[config.mk]
export PLATFORM = sky130hd
export DESIGN_NAME = axi_slave_mem
export DESIGN_NICKNAME = d
export VERILOG_FILES = /design/src/rtl/axi_slave_mem.sv
export SDC_FILE = /design/constraint.sdc
export NUM_CORES = 2
export LEC_CHECK = 0
export ABC_AREA = 1
export CAP_MARGIN = 10
export CORE_ASPECT_RATIO = 0.7
export CORE_UTILIZATION = 50
export CTS_CLUSTER_DIAMETER = 150
export DETAILED_ROUTE_END_ITERATION = 16
export PLACE_DENSITY = 0.71
export SYNTH_ARGS = -nofsm -noshare
export SYNTH_HDL_FRONTEND = slang
export SYNTH_SLANG_ARGS = --single-unit
[constraint.sdc]
create_clock -name clk -period 3.6 [get_ports clk]
set_input_delay 0.54 -clock clk [delete_from_list [all_inputs] [get_ports clk]]
set_output_delay 0.54 -clock clk [all_outputs]
set_load 0.01 [all_outputs]
[src/rtl/axi_slave_mem.sv]
`default_nettype none
// ============================================================================
//  Module   : axi_slave_mem
//  Purpose  : AXI4 slave memory model. Responds to master-driven bursts
//             (FIXED / INCR / WRAP), handles narrow and unaligned transfers
//             with byte-lane mapping, and reports SLVERR on illegal bursts,
//             out-of-range beats and w_last misplacement.
//  Ports    : clk, reset (async, active low)
//             AW : aw_addr/len/size/burst/valid -> aw_ready
//             W  : w_data/strb/last/valid       -> w_ready
//             B  : b_resp/b_valid               <- b_ready
//             AR : ar_addr/len/size/burst/valid -> ar_ready
//             R  : r_data/resp/last/valid       <- r_ready
//  Revision : 1.0 - initial release
// ============================================================================
module axi_slave_mem #(
   parameter int DATA_WIDTH = 32,
   parameter int ADDR_WIDTH = 8,
   parameter int STRB_WIDTH = DATA_WIDTH/8
) (
   input  logic                  clk,
   input  logic                  reset,
   input  logic [31:0]           aw_addr,
   input  logic [7:0]            aw_len,
   input  logic [2:0]            aw_size,
   input  logic [1:0]            aw_burst,
   input  logic                  aw_valid,
   output logic                  aw_ready,
   input  logic [DATA_WIDTH-1:0] w_data,
   input  logic [STRB_WIDTH-1:0] w_strb,
   input  logic                  w_last,
   input  logic                  w_valid,
   output logic                  w_ready,
   output logic [1:0]            b_resp,
   output logic                  b_valid,
   input  logic                  b_ready,
   input  logic [31:0]           ar_addr,
   input  logic [7:0]            ar_len,
   input  logic [2:0]            ar_size,
   input  logic [1:0]            ar_burst,
   input  logic                  ar_valid,
   output logic                  ar_ready,
   output logic [DATA_WIDTH-1:0] r_data,
   output logic [1:0]            r_resp,
   output logic                  r_last,
   output logic                  r_valid,
   input  logic                  r_ready
);

   localparam int         c_LANE_W    = $clog2(STRB_WIDTH);
   localparam int         c_MEM_BYTES = 2**ADDR_WIDTH;
   localparam logic [1:0] c_OKAY      = 2'b00;
   localparam logic [1:0] c_SLVERR    = 2'b10;
   localparam logic [1:0] c_FIXED     = 2'b00;
   localparam logic [1:0] c_WRAP      = 2'b10;

   // ---------------------------------------------------------------- helpers
   function automatic logic [31:0] f_align(input logic [31:0] a, input logic [2:0] sz);
      return a & ~((32'd1 << sz) - 32'd1);
   endfunction

   // T-1 where T is the total wrap span in bytes
   function automatic logic [31:0] f_wrap_mask(input logic [7:0] len, input logic [2:0] sz);
      return (({24'd0, len} + 32'd1) << sz) - 32'd1;
   endfunction

   function automatic logic [31:0] f_next(input logic [31:0] a, input logic [2:0] sz,
                                          input logic [1:0] b, input logic [31:0] m);
      logic [31:0] inc;
      logic [31:0] res;
      inc = a + (32'd1 << sz);
      if (b == c_FIXED)     res = a;
      else if (b == c_WRAP) res = (a & ~m) | (inc & m);
      else                  res = inc;
      return res;
   endfunction

   // Burst-level errors that apply to every beat
   function automatic logic f_cfg_err(input logic [31:0] a, input logic [7:0] len,
                                      input logic [2:0] sz, input logic [1:0] b);
      logic e;
      e = ({29'd0, sz} > 32'(c_LANE_W)) || (b == 2'b11);
      if (b == c_WRAP)
         e = e || !(len == 8'd1 || len == 8'd3 || len == 8'd7 || len == 8'd15)
               || ((a & ((32'd1 << sz) - 32'd1)) != 32'd0);
      return e;
   endfunction

   // Beat addresses are size-aligned and size never exceeds the memory, so
   // checking the first byte covers the whole beat.
   function automatic logic f_oob(input logic [31:0] a);
      return (a >> ADDR_WIDTH) != 32'd0;
   endfunction

   function automatic logic [STRB_WIDTH-1:0] f_lanes(input logic [31:0] a, input logic [2:0] sz);
      logic [STRB_WIDTH-1:0] en;
      int                    base;
      int                    nb;
      base = int'(a[c_LANE_W-1:0]);
      nb   = 1 << sz;
      for (int l = 0; l < STRB_WIDTH; l++)
         en[l] = (l >= base) && (l < base + nb);
      return en;
   endfunction

   // ----------------------------------------------------------------- storage
   logic [7:0] r_mem [c_MEM_BYTES];

   // ============================================================ write channel
   typedef enum logic [1:0] {W_IDLE = 2'd0, W_DATA = 2'd1, W_RESP = 2'd2} wstate_t;

   wstate_t     r_wstate,   w_wstate_nx;
   logic        r_aw_ready, w_aw_ready_nx;
   logic        r_w_ready,  w_w_ready_nx;
   logic        r_b_valid,  w_b_valid_nx;
   logic [1:0]  r_b_resp,   w_b_resp_nx;
   logic [31:0] r_waddr,    w_waddr_nx;
   logic [31:0] r_wmask,    w_wmask_nx;
   logic [7:0]  r_wlen,     w_wlen_nx;
   logic [2:0]  r_wsize,    w_wsize_nx;
   logic [1:0]  r_wburst,   w_wburst_nx;
   logic [7:0]  r_wbeat,    w_wbeat_nx;
   logic        r_wcfg_err, w_wcfg_err_nx;
   logic        r_werr,     w_werr_nx;

   logic                  w_w_hs;
   logic                  w_wbeat_err;
   logic                  w_wlast_bad;
   logic [STRB_WIDTH-1:0] w_wlanes;

   assign w_w_hs      = r_w_ready & w_valid;
   assign w_wbeat_err = r_wcfg_err | f_oob(r_waddr);
   assign w_wlast_bad = w_last != (r_wbeat == r_wlen);
   assign w_wlanes    = f_lanes(r_waddr, r_wsize) & w_strb;

   always_comb begin
      w_wstate_nx   = r_wstate;
      w_aw_ready_nx = r_aw_ready;
      w_w_ready_nx  = r_w_ready;
      w_b_valid_nx  = r_b_valid;
      w_b_resp_nx   = r_b_resp;
      w_waddr_nx    = r_waddr;
      w_wmask_nx    = r_wmask;
      w_wlen_nx     = r_wlen;
      w_wsize_nx    = r_wsize;
      w_wburst_nx   = r_wburst;
      w_wbeat_nx    = r_wbeat;
      w_wcfg_err_nx = r_wcfg_err;
      w_werr_nx     = r_werr;
      case (r_wstate)
         W_IDLE: begin
            w_aw_ready_nx = 1'b1;
            if (aw_valid && r_aw_ready) begin
               w_aw_ready_nx = 1'b0;
               w_w_ready_nx  = 1'b1;
               w_waddr_nx    = f_align(aw_addr, aw_size);
               w_wmask_nx    = f_wrap_mask(aw_len, aw_size);
               w_wlen_nx     = aw_len;
               w_wsize_nx    = aw_size;
               w_wburst_nx   = aw_burst;
               w_wbeat_nx    = 8'd0;
               w_wcfg_err_nx = f_cfg_err(aw_addr, aw_len, aw_size, aw_burst);
               w_werr_nx     = 1'b0;
               w_wstate_nx   = W_DATA;
            end
         end
         W_DATA: begin
            if (w_w_hs) begin
               w_werr_nx  = r_werr | w_wbeat_err | w_wlast_bad;
               w_wbeat_nx = r_wbeat + 8'd1;
               w_waddr_nx = f_next(r_waddr, r_wsize, r_wburst, r_wmask);
               // Beat count, not w_last, ends the burst
               if (r_wbeat == r_wlen) begin
                  w_w_ready_nx = 1'b0;
                  w_b_valid_nx = 1'b1;
                  w_b_resp_nx  = w_werr_nx ? c_SLVERR : c_OKAY;
                  w_wstate_nx  = W_RESP;
               end
            end
         end
         W_RESP: begin
            if (b_ready) begin
               w_b_valid_nx  = 1'b0;
               w_b_resp_nx   = c_OKAY;
               w_aw_ready_nx = 1'b1;
               w_wstate_nx   = W_IDLE;
            end
         end
         default: w_wstate_nx = W_IDLE;
      endcase
   end

   always_ff @(posedge clk or negedge reset) begin
      if (!reset) begin
         r_wstate   <= W_IDLE;
         r_aw_ready <= 1'b0;
         r_w_ready  <= 1'b0;
         r_b_valid  <= 1'b0;
         r_b_resp   <= c_OKAY;
         r_waddr    <= '0;
         r_wmask    <= '0;
         r_wlen     <= '0;
         r_wsize    <= '0;
         r_wburst   <= '0;
         r_wbeat    <= '0;
         r_wcfg_err <= 1'b0;
         r_werr     <= 1'b0;
      end else begin
         r_wstate   <= w_wstate_nx;
         r_aw_ready <= w_aw_ready_nx;
         r_w_ready  <= w_w_ready_nx;
         r_b_valid  <= w_b_valid_nx;
         r_b_resp   <= w_b_resp_nx;
         r_waddr    <= w_waddr_nx;
         r_wmask    <= w_wmask_nx;
         r_wlen     <= w_wlen_nx;
         r_wsize    <= w_wsize_nx;
         r_wburst   <= w_wburst_nx;
         r_wbeat    <= w_wbeat_nx;
         r_wcfg_err <= w_wcfg_err_nx;
         r_werr     <= w_werr_nx;
      end
   end

   // Memory has no reset; an asserted reset drops w_ready at once, so no
   // beat of an abandoned burst can land.
   always_ff @(posedge clk) begin
      if (w_w_hs && !w_wbeat_err) begin
         for (int l = 0; l < STRB_WIDTH; l++) begin
            if (w_wlanes[l])
               r_mem[{r_waddr[ADDR_WIDTH-1:c_LANE_W], l[c_LANE_W-1:0]}] <= w_data[8*l +: 8];
         end
      end
   end

   // ============================================================= read channel
   typedef enum logic [0:0] {R_IDLE = 1'b0, R_DATA = 1'b1} rstate_t;

   rstate_t               r_rstate,   w_rstate_nx;
   logic                  r_ar_ready, w_ar_ready_nx;
   logic                  r_r_valid,  w_r_valid_nx;
   logic [DATA_WIDTH-1:0] r_r_data,   w_r_data_nx;
   logic [1:0]            r_r_resp,   w_r_resp_nx;
   logic                  r_r_last,   w_r_last_nx;
   logic [31:0]           r_raddr,    w_raddr_nx;
   logic [31:0]           r_rmask,    w_rmask_nx;
   logic [7:0]            r_rlen,     w_rlen_nx;
   logic [2:0]            r_rsize,    w_rsize_nx;
   logic [1:0]            r_rburst,   w_rburst_nx;
   logic [7:0]            r_rbeat,    w_rbeat_nx;
   logic                  r_rcfg_err, w_rcfg_err_nx;

   logic                  w_ar_cfg_err;
   logic [31:0]           w_ld_addr;
   logic [2:0]            w_ld_size;
   logic                  w_ld_err;
   logic [STRB_WIDTH-1:0] w_ld_lanes;
   logic [DATA_WIDTH-1:0] w_ld_data;

   assign w_ar_cfg_err = f_cfg_err(ar_addr, ar_len, ar_size, ar_burst);

   // Beat loader: in idle it fetches beat 0 straight from the AR request so
   // r_valid can rise the cycle after the handshake; in R_DATA it prefetches
   // the following beat so consecutive beats need no bubble. Reading the
   // array combinationally gives read-first behaviour against a same-edge write.
   always_comb begin
      if (r_rstate == R_IDLE) begin
         w_ld_addr = f_align(ar_addr, ar_size);
         w_ld_size = ar_size;
         w_ld_err  = w_ar_cfg_err | f_oob(w_ld_addr);
      end else begin
         w_ld_addr = f_next(r_raddr, r_rsize, r_rburst, r_rmask);
         w_ld_size = r_rsize;
         w_ld_err  = r_rcfg_err | f_oob(w_ld_addr);
      end
      w_ld_lanes = f_lanes(w_ld_addr, w_ld_size);
      w_ld_data  = '0;
      for (int l = 0; l < STRB_WIDTH; l++) begin
         if (w_ld_lanes[l] && !w_ld_err)
            w_ld_data[8*l +: 8] = r_mem[{w_ld_addr[ADDR_WIDTH-1:c_LANE_W], l[c_LANE_W-1:0]}];
      end
   end

   always_comb begin
      w_rstate_nx   = r_rstate;
      w_ar_ready_nx = r_ar_ready;
      w_r_valid_nx  = r_r_valid;
      w_r_data_nx   = r_r_data;
      w_r_resp_nx   = r_r_resp;
      w_r_last_nx   = r_r_last;
      w_raddr_nx    = r_raddr;
      w_rmask_nx    = r_rmask;
      w_rlen_nx     = r_rlen;
      w_rsize_nx    = r_rsize;
      w_rburst_nx   = r_rburst;
      w_rbeat_nx    = r_rbeat;
      w_rcfg_err_nx = r_rcfg_err;
      case (r_rstate)
         R_IDLE: begin
            w_ar_ready_nx = 1'b1;
            if (ar_valid && r_ar_ready) begin
               w_ar_ready_nx = 1'b0;
               w_r_valid_nx  = 1'b1;
               w_r_data_nx   = w_ld_data;
               w_r_resp_nx   = w_ld_err ? c_SLVERR : c_OKAY;
               w_r_last_nx   = (ar_len == 8'd0);
               w_raddr_nx    = w_ld_addr;
               w_rmask_nx    = f_wrap_mask(ar_len, ar_size);
               w_rlen_nx     = ar_len;
               w_rsize_nx    = ar_size;
               w_rburst_nx   = ar_burst;
               w_rbeat_nx    = 8'd0;
               w_rcfg_err_nx = w_ar_cfg_err;
               w_rstate_nx   = R_DATA;
            end
         end
         R_DATA: begin
            if (r_ready) begin
               if (r_r_last) begin
                  w_r_valid_nx  = 1'b0;
                  w_r_last_nx   = 1'b0;
                  w_r_data_nx   = '0;
                  w_r_resp_nx   = c_OKAY;
                  w_ar_ready_nx = 1'b1;
                  w_rstate_nx   = R_IDLE;
               end else begin
                  w_r_data_nx = w_ld_data;
                  w_r_resp_nx = w_ld_err ? c_SLVERR : c_OKAY;
                  w_r_last_nx = ((r_rbeat + 8'd1) == r_rlen);
                  w_raddr_nx  = w_ld_addr;
                  w_rbeat_nx  = r_rbeat + 8'd1;
               end
            end
         end
         default: w_rstate_nx = R_IDLE;
      endcase
   end

   always_ff @(posedge clk or negedge reset) begin
      if (!reset) begin
         r_rstate   <= R_IDLE;
         r_ar_ready <= 1'b0;
         r_r_valid  <= 1'b0;
         r_r_data   <= '0;
         r_r_resp   <= c_OKAY;
         r_r_last   <= 1'b0;
         r_raddr    <= '0;
         r_rmask    <= '0;
         r_rlen     <= '0;
         r_rsize    <= '0;
         r_rburst   <= '0;
         r_rbeat    <= '0;
         r_rcfg_err <= 1'b0;
      end else begin
         r_rstate   <= w_rstate_nx;
         r_ar_ready <= w_ar_ready_nx;
         r_r_valid  <= w_r_valid_nx;
         r_r_data   <= w_r_data_nx;
         r_r_resp   <= w_r_resp_nx;
         r_r_last   <= w_r_last_nx;
         r_raddr    <= w_raddr_nx;
         r_rmask    <= w_rmask_nx;
         r_rlen     <= w_rlen_nx;
         r_rsize    <= w_rsize_nx;
         r_rburst   <= w_rburst_nx;
         r_rbeat    <= w_rbeat_nx;
         r_rcfg_err <= w_rcfg_err_nx;
      end
   end

   // ------------------------------------------------------------------ outputs
   assign aw_ready = r_aw_ready;
   assign w_ready  = r_w_ready;
   assign b_valid  = r_b_valid;
   assign b_resp   = r_b_resp;
   assign ar_ready = r_ar_ready;
   assign r_valid  = r_r_valid;
   assign r_data   = r_r_data;
   assign r_resp   = r_r_resp;
   assign r_last   = r_r_last;

endmodule
`default_nettype wire

Yosys cells after proc, flatten, opt, wreduce, memory -nomap -nowiden
Memories as Yosys holds them, arrays and structs flattened.
Cells that the tools add are included.

cells by class
  magnitude comparators = 16
  reductions and logical operators = 53
  multiplexer cells = 88
  div/mod/pow operators = 0
  bitwise gates (word level) = 22
  equality and inequality tests = 28
  multipliers = 0
  $add $sub $neg = 12
  shift operators = 7

operators with widths
  operator               count
  $mux 32                14
  $and 32x32->32         8
  $pmux 32 s2            3
  $reduce_bool 32->1     5
  $shl 1x3->32 const A   5
  $lt 3x32->1 const A    4
  $not 32->32            4
  $sub 32x1->32 const B  4
  $mux 8                 9
  $add 3x32->32          2
  $add 32x32->32         2
  $lt 1x32->1 const A    2
  $lt 2x32->1 const A    2
  $or 32x32->32          2
  $shl 9x3->32           2
  $mux 1                 37
  $pmux 8 s2             2
  $mux 2                 11
  $add 8x1->9 const B    2
  $add 8x1->8 const B    2
  $eq 8x1->1 const B     2
  $eq 8x2->1 const B     2
  $eq 8x3->1 const B     2
  $eq 8x4->1 const B     2
  other kinds (26)       96

storage, ports and cells
  memory bits (writable) = 2048
  word-level logic and storage cells = 253
  input port bits = 134
  bits in read-only memories = 0
  output and inout port bits = 42
  flip-flop bits (word level) = 218
  bits in latches = 0
  memories kept = 1

memory list
  name   depth  width  rd ports  clocked after memory_dff  write ports  RTL line  source
  r_mem  256    8      4         0                         4            107       logic [7:0] r_mem [c_MEM_BYTES];

Longest topological paths before layout
  word-level depth = 16
  gate-level depth with buffers = 23
  mapped depth without buffers = 22

Least setup slack after synthesis
OpenSTA, ideal clock, no wires.

  path type = register -> register
  start = register r_wsize[0]
  end = memory r_mem[42][0] (netlist: r_mem[10][16]) (enable)
  cell stages (with the launch flop) = 10
  path buffers = 2
  arrival time = 2528 ps
  setup slack = 702 ps
  cell sequence = dfrtp_1 nor3_1 ha_1 fa_1 o2111ai_1 a21oi_1 or3_1 buf_2 buf_1 nor2_1

RTL lines
  item                      RTL line  source
  start: declaration        120       logic [2:0] r_wsize, w_wsize_nx;
  start signal: assignment  217       r_wsize <= w_wsize_nx;
  end: declaration          107

Final worst setup path
  start = register r_rsize[0]
  end = register r_r_data[28] (netlist: r_data[28])

between the ends
  word-level cells in the longest chain between the ends = 16
  elaborated cells on any way between the ends = 23
  those cells by class = add/sub (2); order compare (1); shift (2); mux (11); bitwise (3); reduce/logical (3); memory (1)

RTL lines
  item                                                                     RTL line  source
  start: declaration                                                       248       logic [2:0] r_rsize, w_rsize_nx;
  start signal: assignment                                                 364       r_rsize <= w_rsize_nx;
  parallel branches: the longest is 12 deep, another holds $add 32x32->32  --
  $mux 8 *                                                                 279       if (w_ld_lanes[l] && !w_ld_err)
  $mux 32                                                                  319       if (r_r_last) begin
  $mux 32                                                                  318       if (r_ready) begin
  $pmux 32 s2 *                                                            298       case (r_rstate)
  end signal: assignment                                                   358       r_r_data <= w_r_data_nx;
  end: declaration                                                         242       logic [DATA_WIDTH-1:0] r_r_data, w_r_data_nx;

Mark *: on every way between the ends. The select of a mux whose other input is x is not followed.
A chain may end at the register's enable or synchronous reset.

==> impl_metrics.py <==
metrics = {
    "status": {
        "status": "completed",
    },
    "worst_setup_path": {
        "end_kind": "flop",
        "cp_max_fo": 19,
        "worst-r2r-setup-slack_ns": 0.06,
        "worst-r2r-cell-count": 21,
        "startpoint_type": "flop",
        "crit_type": "flop to flop",
        "required_ns": 4.39,
        "arrival_ns": 4.33,
    },
    "synthesis": {
        "avgSynthCellArea_um2": 9.78,
        "synthXorXnorAreaFrac_pct": 0.257,
        "synth_fa_ha_area_share_pct": 0.417,
        "ys.warnings.count": 0,
        "synth_edf_count": 2048,
        "ys_seq_area_share_pct": 63.2,
        "synth_largest_type_area_fraction_pct": 58.2,
        "async_flop_share_pct": 9.46,
        "synth-compound-area-share_pct": 2.31,
        "yosys-mux-area-fraction_pct": 0,
        "synth_top_family_by_area": "simple AND/OR/NAND/NOR gates",
        "dominantRegCellSynth": "edfxtp_1",
        "synth_simple_gate_area_share_pct": 26.2,
        "ys_types": 58,
        "synth_area_leaders": "edfxtp_1 (58%), nand2_1 (11%), nand3_1 (7.9%), dfrtp_1 (5.1%), inv_1 (4.8%)",
        "syn_inst": 10808,
        "synth_seq_cells": 2262,
        "yosys.area.top_type": "edfxtp_1",
        "syn-cell-area_um2": 106000,
    },
    "die": {
        "dieArea_um2": 213000,
        "die_h_um": 387,
        "coreArea_um2": 209000,
        "fp-row-count": 140,
        "die_x_um": 552,
        "start_util_pct": 50.6,
        "ios": 176,
    },
    "timing": {
        "fin_crit_sh_pct": 98.2,
        "rsz0062_at_grt": "true",
        "relSlewSlack_pct": 14.0,
        "fin_tns_setup_ns": 0,
        "setup_viol": 0,
        "period_needed_ns": 3.54,
        "hold_viol_final": 0,
        "finalClockSkew_ns": 0.0534,
        "slew_viol_final": 0,
        "max_freq_mhz": 283,
        "tightest_slew_ns": 1.29,
    },
    "power_and_ir_drop": {
        "swShare_pct": 45.9,
        "pwr-share-seq_pct": 25.9,
        "p_clk_share_pct": 19.0,
        "combPwrFrac_pct": 55.2,
        "switching_power_mw": 53.9,
        "power.leakage_nw": 51.8,
        "ir_worst_vdd_uv": 626,
        "power_density_nw_per_um2": 953,
        "intPower_mw": 63.5,
    },
    "finish": {
        "drive_above_1_share_pct": 10.5,
        "postLayoutCoreUtil_pct": 59.0,
        "syn2layout_area_growth_pct": 16.6,
        "final_nets": 11497,
        "final_area_um2": 123000,
    },
    "drt": {
        "drtIter0Drc": 11502,
        "wl_per_cell_um": 23.9,
        "wl_um": 341000,
        "vias": 81879,
        "ant_nets": 0,
        "first_pass_iters": 7,
        "drc": 0,
        "via_per_inst": 5.73,
    },
    "global_route": {
        "grt-ovfl-total": 0,
        "grt_pass1_vias": 75826,
        "grt_antenna_before_repair": 20,
        "grt_pass1_wl_um": 485000,
        "grt_usage_pct": 30.5,
        "grt_max_degree": 115,
    },
    "cts": {
        "cts_buffers": 218,
        "clk_latency_ns": 0.89,
        "cts_tree": "done",
        "clock-sinks": 2262,
        "root_buffer": "clkbuf_16",
        "cts_max_level": 4,
        "clkSlewWorstSetupHoldPaths_ns": 0.06,
        "cts.path.max_buffers": 4,
    },
    "min_path": {
        "whs_path_depth": 1,
        "min_path_type": "primary input to flop",
    },
    "flow_run": {
        "drv_cap": 0,
    },
    "placed_design": {
        "gp_congestion": 0.952,
        "portBuffers": 173,
        "post-dp-hpwl_um": 216000,
        "place_area_um2": 114000,
    },
}
==> cell families after synthesis <==
| kind of cell | count (synthesis) |
|---|---|
| AND/OR/NAND/NOR | 6085 |
| flip-flops | 2262 |
| buffers and inverters | 1983 |
| AO/OA/AOI/OAI | 412 |
| adder cells (fa/ha/maj) | 34 |
| XOR/XNOR | 31 |
| other | 1 |
==> power groups by stage <==
stage               clock network [mW]  registers [mW]  logic (mW)
finish                            22.3            30.4        64.7
global route                      23.4            30.4        69.0
CTS                               22.4            30.3        56.9
detailed placement                   0            30.9        56.6
global placement                     0            30.9        55.9
floorplan                            0            30.5        34.6
==> state kept, by name, summed over array words and instances (netlist names), 8 cells and up, named ones only <==
| signal | flops |
|---|---|
| r_mem | 2048 |
| r_data | 32 |
| r_raddr | 32 |
| r_rmask | 31 |
| r_wmask | 31 |
| r_rbeat | 8 |
| r_rlen | 8 |
| r_wbeat | 8 |
| r_wlen | 8 |
==> layout make-up <==
type / instances / area [µm²]
clock inverters: 114 / 933
multi-input cells: 6565 / 31300
fillers: 17042 / 85800
flip-flops and latches: 2262 / 66900
repair buffers: 912 / 9700
clock buffers: 273 / 5740
inverters: 1370 / 5160
diodes: 13 / 32.5
well taps: 2769 / 3460
==> routing by layer <==
| metal | up-vias | GRT usage [%] | part of all wire, % | wire length (µm) |
|---|---|---|---|---|
| li1 | 36986 | - | - | - |
| met1 | 39270 | 44.3 | 41 | 139000 |
| met4 | 20 | 11.1 | 4.2 | 14400 |
| met5 | - | 0 | 0.047 | 159 |
| met3 | 681 | 8.37 | 13 | 44600 |
| met2 | 4922 | 43.4 | 42 | 143000 |
==> worst paths after layout <==
check	startpoint	endpoint
worst max register to register	r_rsize[0]	r_data[28]
max in group asynchronous	reset	r_rsize[2]
worst max-delay path	r_rsize[0]	r_data[28]
worst min-delay path	w_data[2]	r_mem[0][2]
worst min register to register	r_wmask[23]	r_wmask[23]
min in group asynchronous	reset	r_wbeat[4]
==> metrics by stage <==
stage               power (mW)  hold WS, ns  worst slack, ns  instances
floorplan                 65.0        0.244            0.702      10809
global placement          86.8        0.460         -0.00121      13787
detailed placement        87.4        0.467          -0.0878      13787
CTS                        110      0.00433           0.0219      14182
global route               123       0.0333          -0.0747      14267
finish                     117       0.0435           0.0648      14278
==> worst max-delay path: stages, from the launching register on <==
cell,delay [ns]
dfrtp_1,0.44
buf_4,0.17
nor3_2,0.18
ha_2,0.33
buf_4,0.15
xnor2_1,0.11
nand2_1,0.11
nand3_4,0.13
nand2_8,0.17
buf_16,0.19
buf_12,0.19
buf_4,0.18
clkbuf_16,0.21
nand2_1,0.08
nand3_1,0.10
nand3_1,0.08
nand3_1,0.16
nand3_1,0.12
nand2_1,0.15
nand2_1,0.07
nand2_1,0.07
o21bai_1,0.07
==> placed cells by master (no fill, tap or decap), types with 37 or more instances in the layout <==
| master | count |
|---|---|
| a21oi_1 | 84 |
| clkbuf_1 | 48 |
| dfrtp_1 | 213 |
| nor3_1 | 55 |
| clkinv_1 | 47 |
| clkinv_2 | 37 |
| inv_1 | 1355 |
| o21ai_0 | 152 |
| nand3_1 | 1608 |
| buf_4 | 551 |
| nand2_1 | 3130 |
| edfxtp_1 | 2048 |
| nor2_1 | 492 |
| clkbuf_16 | 251 |
| nand3b_1 | 620 |
| nand4_1 | 47 |
| nand3_2 | 51 |
| buf_12 | 97 |
| clkdlybuf4s50_1 | 140 |
==> repair_timing <==
action                                 4_1_cts  5_1_grt
pin swaps                                    1       15
resized for setup                            1      137
endpoints found under the hold margin       99        0
gates cloned                                 0       35
hold buffers                                 4        0
setup buffers                                4       48
setup endpoints to repair                    3       51
==> synthesized netlist by cell type, drive strengths merged (68+ instances only) <==
| master | count |
|---|---|
| buf | 452 |
| nor3 | 68 |
| nand3 | 1664 |
| nand3b | 622 |
| dfrtp | 214 |
| a21oi | 87 |
| inv | 1366 |
| edfxtp | 2048 |
| nor2 | 502 |
| o21ai | 167 |
| clkbuf | 161 |
| nand2 | 3146 |
No activity file was read; power rests on OpenSTA's default activity.
